### src/rtl/spi_exec_dispatcher.sv
// rtl/spi_exec_dispatcher.sv - SPI master dispatching execute-stage operations to serial functional units
module spi_exec_dispatcher #(
  parameter int N_SLAVES = 3,
  parameter int DATA_W   = 16,
  parameter int OP_W     = 3,
  parameter int TIMEOUT  = 64
) (
  input  logic                        i_clock,
  input  logic                        i_reset,
  input  logic                        req_valid,
  output logic                        req_ready,
  input  logic [$clog2(N_SLAVES)-1:0] req_slave,
  input  logic [OP_W-1:0]             req_op,
  input  logic [DATA_W-1:0]           req_opa,
  input  logic [DATA_W-1:0]           req_opb,
  output logic                        rsp_valid,
  input  logic                        rsp_ready,
  output logic [DATA_W-1:0]           rsp_data,
  output logic                        rsp_err,
  output logic                        o_busy,
  output logic                        spi_sclk,
  output logic [N_SLAVES-1:0]         spi_nss,
  output logic                        spi_mosi,
  input  logic [N_SLAVES-1:0]         spi_miso
);
  localparam int SEL_W  = $clog2(N_SLAVES);
  localparam int PKT_W  = 2 * DATA_W + OP_W;
  localparam int BIT_W  = $clog2(PKT_W);
  localparam int RX_W   = $clog2(DATA_W);
  localparam int WAIT_W = (TIMEOUT > 0) ? $clog2(TIMEOUT + 1) : 1;

  localparam logic [BIT_W-1:0]  BIT_LAST  = BIT_W'(PKT_W - 1);
  localparam logic [RX_W-1:0]   RX_LAST   = RX_W'(DATA_W - 1);
  localparam logic [WAIT_W-1:0] WAIT_LAST = WAIT_W'((TIMEOUT > 0) ? TIMEOUT - 1 : 0);
  localparam logic [SEL_W:0]    SEL_LIMIT = (SEL_W + 1)'(N_SLAVES);

  localparam logic [2:0] S_IDLE   = 3'd0;
  localparam logic [2:0] S_SELECT = 3'd1;
  localparam logic [2:0] S_START  = 3'd2;
  localparam logic [2:0] S_SHIFT  = 3'd3;
  localparam logic [2:0] S_WAIT   = 3'd4;
  localparam logic [2:0] S_RECV   = 3'd5;
  localparam logic [2:0] S_DONE   = 3'd6;

  logic [2:0]        state_q, state_d;
  logic [SEL_W-1:0]  sel_q, sel_d;
  logic [PKT_W-1:0]  pkt_q, pkt_d;
  logic [BIT_W-1:0]  bit_cnt_q, bit_cnt_d;
  logic [WAIT_W-1:0] wait_cnt_q, wait_cnt_d;
  logic [RX_W-1:0]   rx_cnt_q, rx_cnt_d;
  logic [DATA_W-1:0] rsp_data_q, rsp_data_d;
  logic              rsp_err_q, rsp_err_d;
  logic              miso_sel;
  logic              link_active;

  assign spi_sclk    = i_clock;
  assign req_ready   = (state_q == S_IDLE);
  assign o_busy      = (state_q != S_IDLE);
  assign rsp_valid   = (state_q == S_DONE);
  assign rsp_data    = rsp_data_q;
  assign rsp_err     = rsp_err_q;
  assign miso_sel    = spi_miso[sel_q];
  assign link_active = (state_q == S_SELECT) || (state_q == S_START) || (state_q == S_SHIFT) ||
                       (state_q == S_WAIT) || (state_q == S_RECV);

  always_comb begin
    spi_nss = '1;
    if (link_active) spi_nss[sel_q] = 1'b0;
  end

  // The packet register shifts right, so bit 0 always carries the next outgoing bit.
  always_comb begin
    case (state_q)
      S_START: spi_mosi = 1'b1;
      S_SHIFT: spi_mosi = pkt_q[0];
      default: spi_mosi = 1'b0;
    endcase
  end

  always_comb begin
    state_d    = state_q;
    sel_d      = sel_q;
    pkt_d      = pkt_q;
    bit_cnt_d  = bit_cnt_q;
    wait_cnt_d = wait_cnt_q;
    rx_cnt_d   = rx_cnt_q;
    rsp_data_d = rsp_data_q;
    rsp_err_d  = rsp_err_q;
    case (state_q)
      S_IDLE: begin
        if (req_valid) begin
          sel_d      = req_slave;
          pkt_d      = {req_opa, req_opb, req_op};
          bit_cnt_d  = '0;
          wait_cnt_d = '0;
          rx_cnt_d   = '0;
          rsp_data_d = '0;
          if ({1'b0, req_slave} >= SEL_LIMIT) begin
            rsp_err_d = 1'b1;
            state_d   = S_DONE;
          end else begin
            rsp_err_d = 1'b0;
            state_d   = S_SELECT;
          end
        end
      end
      S_SELECT: state_d = S_START;
      S_START:  state_d = S_SHIFT;
      S_SHIFT: begin
        pkt_d     = pkt_q >> 1;
        bit_cnt_d = bit_cnt_q + 1'b1;
        if (bit_cnt_q == BIT_LAST) state_d = S_WAIT;
      end
      S_WAIT: begin
        wait_cnt_d = wait_cnt_q + 1'b1;
        if (miso_sel) begin
          rx_cnt_d = '0;
          state_d  = S_RECV;
        end else if ((TIMEOUT != 0) && (wait_cnt_q == WAIT_LAST)) begin
          rsp_err_d  = 1'b1;
          rsp_data_d = '0;
          state_d    = S_DONE;
        end
      end
      S_RECV: begin
        // Result arrives LSB first; after DATA_W shifts the first bit sits in bit 0.
        rsp_data_d = {miso_sel, rsp_data_q[DATA_W-1:1]};
        rx_cnt_d   = rx_cnt_q + 1'b1;
        if (rx_cnt_q == RX_LAST) begin
          rsp_err_d = 1'b0;
          state_d   = S_DONE;
        end
      end
      S_DONE: begin
        if (rsp_ready) state_d = S_IDLE;
      end
      default: state_d = S_IDLE;
    endcase
  end

  always_ff @(posedge i_clock or negedge i_reset) begin
    if (!i_reset) begin
      state_q    <= S_IDLE;
      sel_q      <= '0;
      pkt_q      <= '0;
      bit_cnt_q  <= '0;
      wait_cnt_q <= '0;
      rx_cnt_q   <= '0;
      rsp_data_q <= '0;
      rsp_err_q  <= 1'b0;
    end else begin
      state_q    <= state_d;
      sel_q      <= sel_d;
      pkt_q      <= pkt_d;
      bit_cnt_q  <= bit_cnt_d;
      wait_cnt_q <= wait_cnt_d;
      rx_cnt_q   <= rx_cnt_d;
      rsp_data_q <= rsp_data_d;
      rsp_err_q  <= rsp_err_d;
    end
  end
endmodule

### config.mk
export PLATFORM = sky130hd
export DESIGN_NAME = spi_exec_dispatcher
export DESIGN_NICKNAME = d
export VERILOG_FILES = /design/src/rtl/spi_exec_dispatcher.sv
export SDC_FILE = /design/constraint.sdc
export NUM_CORES = 1
export LEC_CHECK = 0
export ABC_CLOCK_PERIOD_IN_PS = 2700
export CAP_MARGIN = 0
export CELL_PAD_IN_SITES_DETAIL_PLACEMENT = 2
export CELL_PAD_IN_SITES_GLOBAL_PLACEMENT = 2
export CORE_MARGIN = 4
export CORE_UTILIZATION = 34
export CTS_BUF_LIST = sky130_fd_sc_hd__clkbuf_16
export CTS_CLUSTER_DIAMETER = 100
export DETAILED_ROUTE_END_ITERATION = 10
export GPL_TIMING_DRIVEN = 0
export PLACE_DENSITY_LB_ADDON = 0.1
export SETUP_SLACK_MARGIN = 0.4
export SYNTH_ARGS = -nofsm -noshare
export SYNTH_HDL_FRONTEND = slang
export SYNTH_SLANG_ARGS = --single-unit
### constraint.sdc
create_clock -name i_clock -period 2.7 [get_ports i_clock]
set_input_delay 0.675 -clock i_clock [delete_from_list [all_inputs] [get_ports i_clock]]
set_output_delay 0.675 -clock i_clock [all_outputs]
set_load 0.03 [all_outputs]
---- Word level (Yosys, flattened, before mapping) ----
Cells that the tools add are included.
storage, ports and cells
  word-level logic and storage cells ...... 82
  latch bits .............................. 0
  memory bits (writable) .................. 0
  memories ................................ 0
  bits in read-only memories .............. 0
  register bits ........................... 74
  bits of input ports ..................... 44
  output and inout port bits .............. 25
operators by class
  divide/modulo/power cells ............... 0
  reduce and logical (&&, ||, !) cells .... 17
  eq/ne operators ......................... 17
  muxes and demuxes ....................... 33
  shifts and indexed selects .............. 0
  magnitude comparators ................... 3
  add/sub/neg operators ................... 3
  multipliers ............................. 0
  bitwise logic cells ..................... 1
operators with widths
  kind                                                   number
  one-hot mux 35 bit (2 select lines)                    1
  2-to-1 mux 16 bit                                      3
  one-hot mux 16 bit (3 select lines)                    1
  2-to-1 mux 35 bit                                      1
  2-to-1 mux 3 bit                                       8
  one-hot mux 3 bit (7 select lines)                     1
  one-hot mux 7 bit (2 select lines)                     1
  one-hot mux 4 bit (3 select lines)                     1
  one-hot mux 6 bit (2 select lines)                     1
  AND reduction 5 bit                                    2
  == test 3 bit, second input constant                   3
  2-to-1 mux 4 bit                                       2
  inequality test 2 x 1 -> 1 bit, second input constant  4
  adder 7 x 1 -> 7 bit, second input constant            1
  == test 7 x 6 -> 1 bit, second input constant          1
  2-to-1 mux 1 bit                                       7
  2-to-1 mux 7 bit                                       1
  adder 6 x 1 -> 6 bit, second input constant            1
  == test 3 x 2 -> 1 bit, second input constant          2
  == test 6 bit, second input constant                   1
  2-to-1 mux 6 bit                                       1
  inequality test 2 bit, second input constant           3
  AND reduction 2 bit                                    3
  nonzero test 3 bit                                     2
  18 further kinds                                       22

---- Logic depth before layout (Yosys ltp) ----
  depth after elaboration ................. 6
  depth in mapped cells ................... 8
  gate-level depth less buffers ........... 6

==> impl_metrics.tcl <==
set metrics [dict create \
    outcome "completed" \
    die_area_mm2 0.01160 \
    placed_cell_area_mm2 0.004259 \
    port_buffers 68 \
    multi_input_comb_area_mm2 0.001403 \
    netlist.area_leader.share 0.5477 \
    grt_overflow 0 \
    fin_nets 474 \
    endpoint_kind "primary output" \
    synth_area_mm2 0.003381 \
    power_frac_clock 0.283 \
    cp_slowest_cell "clkbuf_16" \
    r2r_slack_ps 690 \
    grt_pass1_vias 3235 \
    power_mw 5.326 \
    fin_area_mm2 0.004692 \
    finalSetupViolations 0 \
    startpoint_type "clock port" \
    p_sw_mw 2.079 \
    vias 2928 \
    synth_area_leaders "dfrtp_1 55%, nand2_1 10%, a22oi_1 7.5%" \
    crit_chain "clkbuf_16 > clkbuf_16 > buf_6 > buf_6" \
    crit_family "buffers and inverters" \
    antenna_found_initial 0 \
    hold_class "input pin to asynchronous set/reset pin" \
    routed_wl_um 9938 \
    internal-power_mw 3.247 \
    synth_flop_cell "dfrtp_1" \
    die_w_um 107.7 \
    seqPwrFrac 0.320 \
    power_leakage_nw 2.216 \
    wl_per_cell_um 17.62 \
    synth.distinct_cells 42 \
    cp_max_fo 2 \
    final_util 0.4823 \
    viasPerCell 5.191 \
    globalplace.congestion 0.7546 \
    drive_gt1_frac 0.1531 \
    fin_setup_tns_ps 0 \
    crit_type "clock port to primary output" \
    syn2layout_area_growth_pct 38.79 \
    vdd_drop_max_mv 0.3790 \
    arrival_ps 1820 \
    drt_iter0_markers 71 \
    worstSkewPairLatency_ps 440 \
    synth_edf_count 0 \
    io_pins 69 \
    final.fill_count 1054 \
    yosysTopAreaCell "dfrtp_1" \
    cts.clk_slew.worst_paths_ps 60 \
    ant_nets 0 \
    seqCellArea_mm2 0.001852 \
    drtPass1Iterations 4 \
    fin_skew_ps 9.554 \
    start_util 0.3475 \
    globalRouteTotalUtil 0.1801 \
    dp_hpwl_um 6696 \
    grt_max_degree 50 \
    worst_slew_margin_rel 0.6139 \
    cellPowerDensity_mw_per_mm2 1135 \
    syn_nets 385 \
    core-area_mm2 0.009729 \
    ys_ff_latch 74 \
    fp.dieH_um 107.7 \
    cp.required_ps 2030 \
    yosysSeqAreaShare 0.5477 \
    grt_pass1_wl_um 16360 \
    cp.buffers_inverters 4 \
    rsz0062_at_grt "true" \
    async_flop_share 1.000 \
    rows 36 \
    antenna_cells 0 \
    comb_power_share 0.397 \
    drv_slew 0 \
    whs_ps 150.6 \
    max-cap-violations 0 \
    netlist_instances 337 \
    cts_tree "done" \
    worstMarginPinSlew_ps 574.7 \
    max_stage_delay_ps 130 \
    avgSynthCellArea_um2 10.03 \
    hold_viol 0 \
    switching_share 0.3904 \
    ys_warn_count 0 \
    drc 0 \
]
-- layout by cell type, fill, tap and decap left out, types with 5 or more instances in the layout --
cell / synthesis / routed
dfrtp_1: 74 / 74
a22oi_1: 34 / 34
clkbuf_16: 0 / 12
buf_2: 6 / 7
a31oi_1: 5 / 5
nand3_1: 7 / 7
buf_4: 8 / 13
o21ai_0: 22 / 21
nor2_1: 13 / 13
clkdlybuf4s50_1: 0 / 59
nand2_1: 93 / 93
buf_6: 2 / 8
a21oi_1: 5 / 5
a22o_1: 16 / 16
nor3_1: 5 / 5
-- registers in the layout, indices dropped and copies added, names as in the netlist --
name and flops:
wait_cnt_q 7, rsp_err 1, sel_q 2, state_q 3
rsp_data 16, rx_cnt_q 4, pkt_q 35, bit_cnt_q 6
-- routing by layer --
metal  wire length [um]  track usage  part of all wire
met4                 80      0.05410            0.0080
met1               4275       0.2169              0.43
met3                357      0.04439             0.036
met5                  0            0                 0
met2               5225       0.3166              0.53
-- power by group through the flow --
stage,registers [mW],clock network [mW],logic [mW]
2_1_floorplan,1.71,0.0555,1.32
3_3_place_gp,1.69,0.0822,1.92
3_5_place_dp,1.72,0.0822,2.00
4_1_cts,1.71,1.55,2.04
5_1_grt,1.76,1.60,2.38
6_report,1.71,1.51,2.11
-- repair_timing --
action | in CTS | in global routing
setup buffers | 0 | 6
gates resized for setup | 48 | 9
hold buffers | 0 | 0
setup endpoints to repair | 8 | 7
cloned | 0 | 0
pin swaps | 1 | 1
-- synth_stat cells (all sizes together) (2+ instances only) --
cell type	n
nand2	93
dfrtp	74
a22oi	34
o21ai	22
a22o	16
buf	16
nor2	14
nor3	9
nand3	7
a21oi	5
a31oi	5
inv	5
ha	4
nand4	4
o31ai	4
and3	3
clkbuf	3
mux2i	2
nand3b	2
or3	2
-- through the flow --
step,instances,setup WS [ps]
after CTS,558,196.0
after global placement,538,-1851
after global routing,564,192.7
final,564,201.0
after floorplan,337,408.4
after detailed placement,539,-2.450
-- worst register-to-register path: cells and delay by family (launching register included) --
family | cells | cell delay, ps
flops | 1 | 390
compound gates | 2 | 440
buf+inv | 1 | 200
simple gates | 2 | 670
fa+ha+maj | 1 | 210
-- cell type report --
cell class | count | share of cell area
flip-flops and latches | 74 | 0.3947
clock buffers | 13 | 0.06640
inverters | 5 | 0.005067
multi-input cells | 239 | 0.2989
plain buffers | 19 | 0.02987
repair buffers | 74 | 0.1549
clock inverters | 7 | 0.01467
well taps | 133 | 0.03547
-- logic make-up after synthesis --
family / synth area share
buffers and inverters: 0.04256
AND/OR/NAND/NOR: 0.1832
adder cells (fa/ha/maj): 0.01480
multiplexers: 0.005922
flip-flops: 0.5477
AO/OA/AOI/OAI: 0.2058
-- final timing paths --
path | from | to | cells after the start
max | i_clock | spi_sclk | 4
min | i_reset | wait_cnt_q[0] | 1
max reg2reg | wait_cnt_q[0] | rsp_data[8] | 6
min reg2reg | pkt_q[18] | pkt_q[18] | 2
max in group asynchronous | i_reset | pkt_q[20] | 2
min in group i_clock | pkt_q[18] | pkt_q[18] | 2
Note: power is estimated with default switching activity, not from simulation.
